[src/rtl/weight_fifo_arr_ctrl.sv]
// Weight-load responder: drains one weight tile from the FIFO into the systolic array,
// zero-pads unused rows, commits the tile into the PEs and answers the master with done.
module weight_fifo_arr_ctrl #(
    parameter int WIDTH_HEIGHT = 16,
    parameter int CNT_W        = $clog2(WIDTH_HEIGHT)
) (
    input  logic             clk,
    input  logic             reset,
    input  logic             en,
    input  logic [CNT_W-1:0] num_row_weight_mat,
    input  logic             fifo_empty,
    output logic             fifo_rd_en,
    output logic             arr_shift,
    output logic             arr_zero_fill,
    output logic             arr_load,
    output logic             busy,
    output logic             done
);

    typedef enum logic [1:0] {
        IDLE,
        LOAD,
        COMMIT,
        DONE
    } state_t;

    localparam logic [CNT_W:0] TILE_ROWS = (CNT_W+1)'(WIDTH_HEIGHT);
    localparam logic [CNT_W:0] CNT_ONE   = (CNT_W+1)'(1);

    state_t         state_q, state_d;
    logic [CNT_W:0] rows_q, rows_d;
    logic [CNT_W:0] i_q, i_d;
    logic           tok_valid_q, tok_valid_d;
    logic           tok_zero_q, tok_zero_d;
    logic           load_phase_q, load_phase_d;
    logic           data_row;

    always_ff @(posedge clk) begin
        if (reset) begin
            state_q      <= IDLE;
            rows_q       <= '0;
            i_q          <= '0;
            tok_valid_q  <= 1'b0;
            tok_zero_q   <= 1'b0;
            load_phase_q <= 1'b0;
        end else begin
            state_q      <= state_d;
            rows_q       <= rows_d;
            i_q          <= i_d;
            tok_valid_q  <= tok_valid_d;
            tok_zero_q   <= tok_zero_d;
            load_phase_q <= load_phase_d;
        end
    end

    always_comb begin
        state_d      = state_q;
        rows_d       = rows_q;
        i_d          = i_q;
        tok_valid_d  = 1'b0;
        tok_zero_d   = 1'b0;
        load_phase_d = 1'b0;
        fifo_rd_en   = 1'b0;
        arr_load     = 1'b0;
        busy         = 1'b0;
        done         = 1'b0;
        data_row     = (i_q < rows_q);

        case (state_q)
            IDLE: begin
                if (en) begin
                    // A row count of zero means a full tile.
                    rows_d  = (num_row_weight_mat == '0) ? TILE_ROWS
                                                         : {1'b0, num_row_weight_mat};
                    i_d     = '0;
                    state_d = LOAD;
                end
            end
            LOAD: begin
                busy = 1'b1;
                if (data_row) begin
                    if (!fifo_empty) begin
                        fifo_rd_en  = 1'b1;
                        tok_valid_d = 1'b1;
                        i_d         = i_q + CNT_ONE;
                    end
                end else begin
                    tok_valid_d = 1'b1;
                    tok_zero_d  = 1'b1;
                    i_d         = i_q + CNT_ONE;
                end
                if (i_d == TILE_ROWS) begin
                    state_d = COMMIT;
                end
            end
            COMMIT: begin
                // First cycle lets the last shift land; second cycle latches the PEs.
                busy = 1'b1;
                if (load_phase_q) begin
                    arr_load = 1'b1;
                    state_d  = DONE;
                end else begin
                    load_phase_d = 1'b1;
                end
            end
            DONE: begin
                done = 1'b1;
                if (!en) begin
                    state_d = IDLE;
                end
            end
            default: state_d = IDLE;
        endcase
    end

    assign arr_shift     = tok_valid_q;
    assign arr_zero_fill = tok_valid_q & tok_zero_q;

endmodule
[config.mk]
export PLATFORM = sky130hd
export DESIGN_NAME = weight_fifo_arr_ctrl
export DESIGN_NICKNAME = d
export VERILOG_FILES = /design/src/rtl/weight_fifo_arr_ctrl.sv
export SDC_FILE = /design/constraint.sdc
export NUM_CORES = 1
export LEC_CHECK = 0
export BUFFER_PORTS_ARGS = -buffer_cell sky130_fd_sc_hd__buf_4
export CAP_MARGIN = 40
export CORE_MARGIN = 2
export CORE_UTILIZATION = 52
export DETAILED_ROUTE_END_ITERATION = 8
export HOLD_SLACK_MARGIN = 0.12
export PLACE_DENSITY = 0.76
export SYNTH_ARGS = -nofsm -noshare
export SYNTH_HDL_FRONTEND = slang
export SYNTH_SLANG_ARGS = --single-unit
export TNS_END_PERCENT = 5
[constraint.sdc]
create_clock -name clk -period 2.4 [get_ports clk]
set_clock_uncertainty 0.2 [all_clocks]
set_input_delay 0 -clock clk [delete_from_list [all_inputs] [get_ports clk]]
set_output_delay 0 -clock clk [all_outputs]
set_load 0.005 [all_outputs]
**After elaboration in Yosys (flattened, before gate mapping)**

Index checks and enable logic that the tools add are counted.
Widths: inputs -> output; s select.

- Output and inout port bits: 6
- Latch bits: 0
- Memories kept: 0
- Memory bits (read-only): 0
- Word-level logic and storage cells: 49
- Input bits: 8
- Bits in registers: 15
- RAM bits: 0

- Order comparisons: 1
- Divide/modulo/power cells: 0
- Multiplexer cells: 21
- Multipliers: 0
- Shift operators: 0
- Reduce and logical (&&, ||, !) cells: 9
- Bitwise gates (word level): 3
- $add $sub $neg: 1
- Equality and inequality tests: 8

Operators by type and width:

| kind | count |
|---|---|
| $mux 5 | 5 |
| $mux 1 | 10 |
| $pmux 5 s2 | 1 |
| $mux 2 | 4 |
| $ne 2x2->1 const B | 4 |
| $pmux 2 s4 | 1 |
| $reduce_or 2->1 | 3 |
| $add 5x1->5 const B | 1 |
| $eq 5x5->1 const B | 1 |
| $lt 5x5->1 | 1 |
| $eq 2x2->1 const B | 2 |
| $logic_not 4->1 | 1 |
| $reduce_and 2->1 | 2 |
| $reduce_and 4->1 | 1 |
| $eq 2x1->1 const B | 1 |
| $logic_not 2->1 | 1 |
| $not 1->1 | 2 |
| $reduce_bool 2->1 | 1 |
| $and 1x1->1 | 1 |

**Longest topological paths before layout**

- Depth in word-level cells: 7
- Depth in mapped cells: 9

**Worst setup path after synthesis**

Ideal clock, no wire load.

- Kind: register to register
- Start point: register rows_q[2]
- End point: register state_q[0]
- Path slack: 177 ps
- Buffers on the path: 0
- Arrival: 1952 ps
- Stages on the path, launching flop included: 9
- Cells stage by stage: dfxtp_1 > inv_1 > ha_1 > a21oi_1 > o21ai_1 > a2bb2oi_2 > or4_1 > a211oi_2 > mux2i_1

- Cells in the longest elaborated chain, start to end: 6

RTL lines:

| element | line | source |
|---|---|---|
| start, declared | 31 | `logic [CNT_W:0] rows_q, rows_d;` |
| start signal, assigned | 48 | `rows_q <= rows_d;` |
| $lt 5x5->1 | 67 | `data_row = (i_q < rows_q);` |
| $mux 5 | 81 | `if (data_row) begin` |
| $mux 5 | 69 | `case (state_q)` |
| $eq 5x5->1 | 92 | `if (i_d == TILE_ROWS) begin` |
| $ne 2x2->1 (no line) | - |  |
| $reduce_and 4->1 (no line) | - |  |
| end signal, assigned | 47 | `state_q <= state_d;` |
| end, declared | 30 | `state_t state_q, state_d;` |

No other way between the ends. The select of a mux whose other input is x is not followed.
A chain may end at the register's enable or synchronous reset.

**Worst setup path in the final report**

- Start point: input port num_row_weight_mat[0]
- End point: register rows_q[4]

- Cells in the longest elaborated chain, start to end: 2

RTL lines:

| element | line | source |
|---|---|---|
| start, declared | 10 | `input logic [CNT_W-1:0] num_row_weight_mat,` |
| $logic_not 4->1 | 73 | `rows_d = (num_row_weight_mat == '0) ? TILE_ROWS` |
| $mux 5 | 73 |  |

No other way between the ends.

==> results.md <==
- CTS Root Cell: clkbuf_4
- 1st-iter DRT viols: 34
- Leakage dissipation: 0.495 nW
- Ratio of cells with drive above 1 in the final layout: 18.2%
- Commonest non-fill, non-tap cell in the layout: buf_4
- CP Data Arrival Time: 2.37 ns
- RSZ-0062 raised after global routing: yes
- Pre-CTS setup slack: between 0.06 and 0.07 ns
- YS warnings: 0
- CTS sink cnt: 15
- Minimum clock period: roughly 2.3 ns
- # DRC: 0
- Critical Path Sink Type: register
- Critical path type: in2reg
- Max_slew headroom: between 80% and 90%
- Starting Density: 54.5%
- Final setup fails: 0
- Cell area after layout: roughly 1200 um2
- Power per cell area: 766 nW/um2
- Num CTS Buffers: 3
- Final Hold Violating Endpoints: 0
- Routed length per instance: approximately 14 um
- Via count: 963
- Area grow syn2layout: 33.4%
- Max Buffers Root-to-Sink: 2
- GRT Overall Usage: 24.1%
- Final wirelength: 2310 um
- RePlAce Congestion: 0.809
- Outcome: completed
- R2R setup slack: 0.06 ns
- Max_cap viols: 0
- First-pass GRT wire length: approximately 3700 um
- Multi-input logic area: 596 um2
- # fillers: 136
- Vias in the first global route: approximately 900
- Total core area: 1690 um2
- Hold Path Class: reg2reg
- Sequential standard cell area: 302 um2
- Post-DP HPWL: 1500 um
- Ports: 14
- Clock Pin Slew Worst Setup and Hold Paths: ~0.10 ns
- Worst-path fanout max: 2
- Max Clk Rate: 426 MHz
- Syn Area/Cell: 8.08 um2
- Worst setup SP type: primary input
- GR Overflow Total: 0
- Cell Area, Placed: 1050 um2
- Yosys cell types: 27
- Inserted Diodes: 0
- Initial DRT Pass Iterations: 4
- Vias per Instance: 6.02
- Pin count of the biggest net entering global routing: 14
- Chip Height: between 40 and 50 um
- Die width: about 46 um
- Register area share after synthesis: 32.6%
- Setup WS post-layout: 0.0532 ns
- Die area: 2120 um2
- IO buf count: 13
- Final #Nets: 161
- Setup TNS Final: 0 ns
- TritonCTS clock tree: done
- Period utilisation layout: 97.8%
- Final Max Slew Viols: 0
- Remaining antenna violation count: 0
- Syn Nets: 131
- Later-pin clock latency in the skew report: 0.28 ns
- Max H-tree Level: 1
- Post-Synthesis Cells: 114
- # rows: 15
- Yosys reg bits: 15
- Most frequent cells in the layout: buf_4, dfxtp_1, nand2_1, dlygate4sd3_1, nand2b_1
- Mapped Area: 921 um2
- Worst Path Required: 2.42 ns
- Overall power: ~0.00094 W
- Worst vdd ir: 0.692 mV
- Tightest Pin Transition: about 0.28 ns
- Layout Utilization: 72.7%
- Initial antenna violation count: 0
what timing repair did:
item | in CTS | in global routing
setup buffers | 0 | 0
endpoints found under the setup margin | 0 | 5
resized for setup | 0 | 5
endpoints found under the hold margin | 15 | 0
hold buffers | 13 | 0
critical path, cell delays in order:
cell and delay (ns):
dlygate4sd3_1 0.55, buf_4 0.15, nor4_2 0.27, dlygate4sd3_1 0.59, nand3_1 0.09, dlygate4sd3_1 0.58, a21oi_1 0.14
Yosys cell counts:
library cell  number  area share, %
o21ai_1            1           0.54
nand3_1            7            3.8
a41oi_1            3            2.9
o31ai_1            2            1.6
a211oi_2           1            1.4
and2_1             2            1.4
buf_2              1           0.54
o21bai_1           2            1.6
nand2b_1           9            6.1
a32o_1             1            1.1
a21oi_1            7            3.8
a31oi_1            4            2.7
inv_1              7            2.9
nor2b_1            6            4.1
nand4_1            2            1.4
clkbuf_1           4            1.6
nand2_1           13            5.3
o21ai_0            6            3.3
dfxtp_1           15             33
nor4_1             2            1.4
nor2_1             4            1.6
or4b_1             1            1.1
a2bb2oi_2          1            1.6
nor3_1             1           0.54
mux2i_1            2            2.2
ha_1               9             12
or4_1              1           0.82
report_power, final:
| part | switching, W | internal [W] |
|---|---|---|
| Combinational | 0.000242 | 0.000221 |
| Sequential | 0.0000352 | 0.000292 |
| Clock | 0.0000865 | 0.0000645 |
| Total | 0.000363 | 0.000578 |
flip-flops by register name, indices dropped and copies added (netlist names):
name and flops:
tok_zero_q 1, i_q 5, rows_q 5, state_q 2, load_phase_q 1, arr_shift 1
cell type report:
type                       count  area share (%)
sequential                    15            24.5
clock buffer                   4            2.14
timing repair buffer          30            21.0
inverter                       7            2.14
multi-input combinational     87            48.5
tap                           17            1.73
worst paths after layout:
| kind | cells past startpoint | endpoint | from |
|---|---|---|---|
| max reg2reg | 7 | state_q[1] | rows_q[3] |
| min | 2 | rows_q[4] | rows_q[4] |
| max | 7 | rows_q[4] | num_row_weight_mat[0] |
| min reg2reg | 2 | rows_q[4] | rows_q[4] |
routing by layer:
metal  vias up  share of wire, %  GRT usage [%]
li1        464                 -              -
met1       448                42           30.3
met2        47                50           39.4
met3         4               7.2           4.31
met4         0               1.3           11.4
met5         -                 0              0
stage by stage:
step	hold slack, ns	std cells
detailed placement	0.0476	143
floorplan	-0.165	114
finish	0.260	160
CTS	0.262	160
global route	0.283	160
global placement	0.0413	143
logic make-up (layout without fill, tap and decap cells):
| kind of cell | Yosys count | after routing | share of synthesized area, % |
|---|---|---|---|
| simple gates | 48 | 48 | 27.4 |
| compound gates | 28 | 28 | 20.5 |
| flops | 15 | 15 | 32.6 |
| buf+inv | 12 | 41 | 5.03 |
| fa+ha+maj | 9 | 9 | 12.2 |
| mux | 2 | 2 | 2.17 |
(Power assumes the default switching activity.)
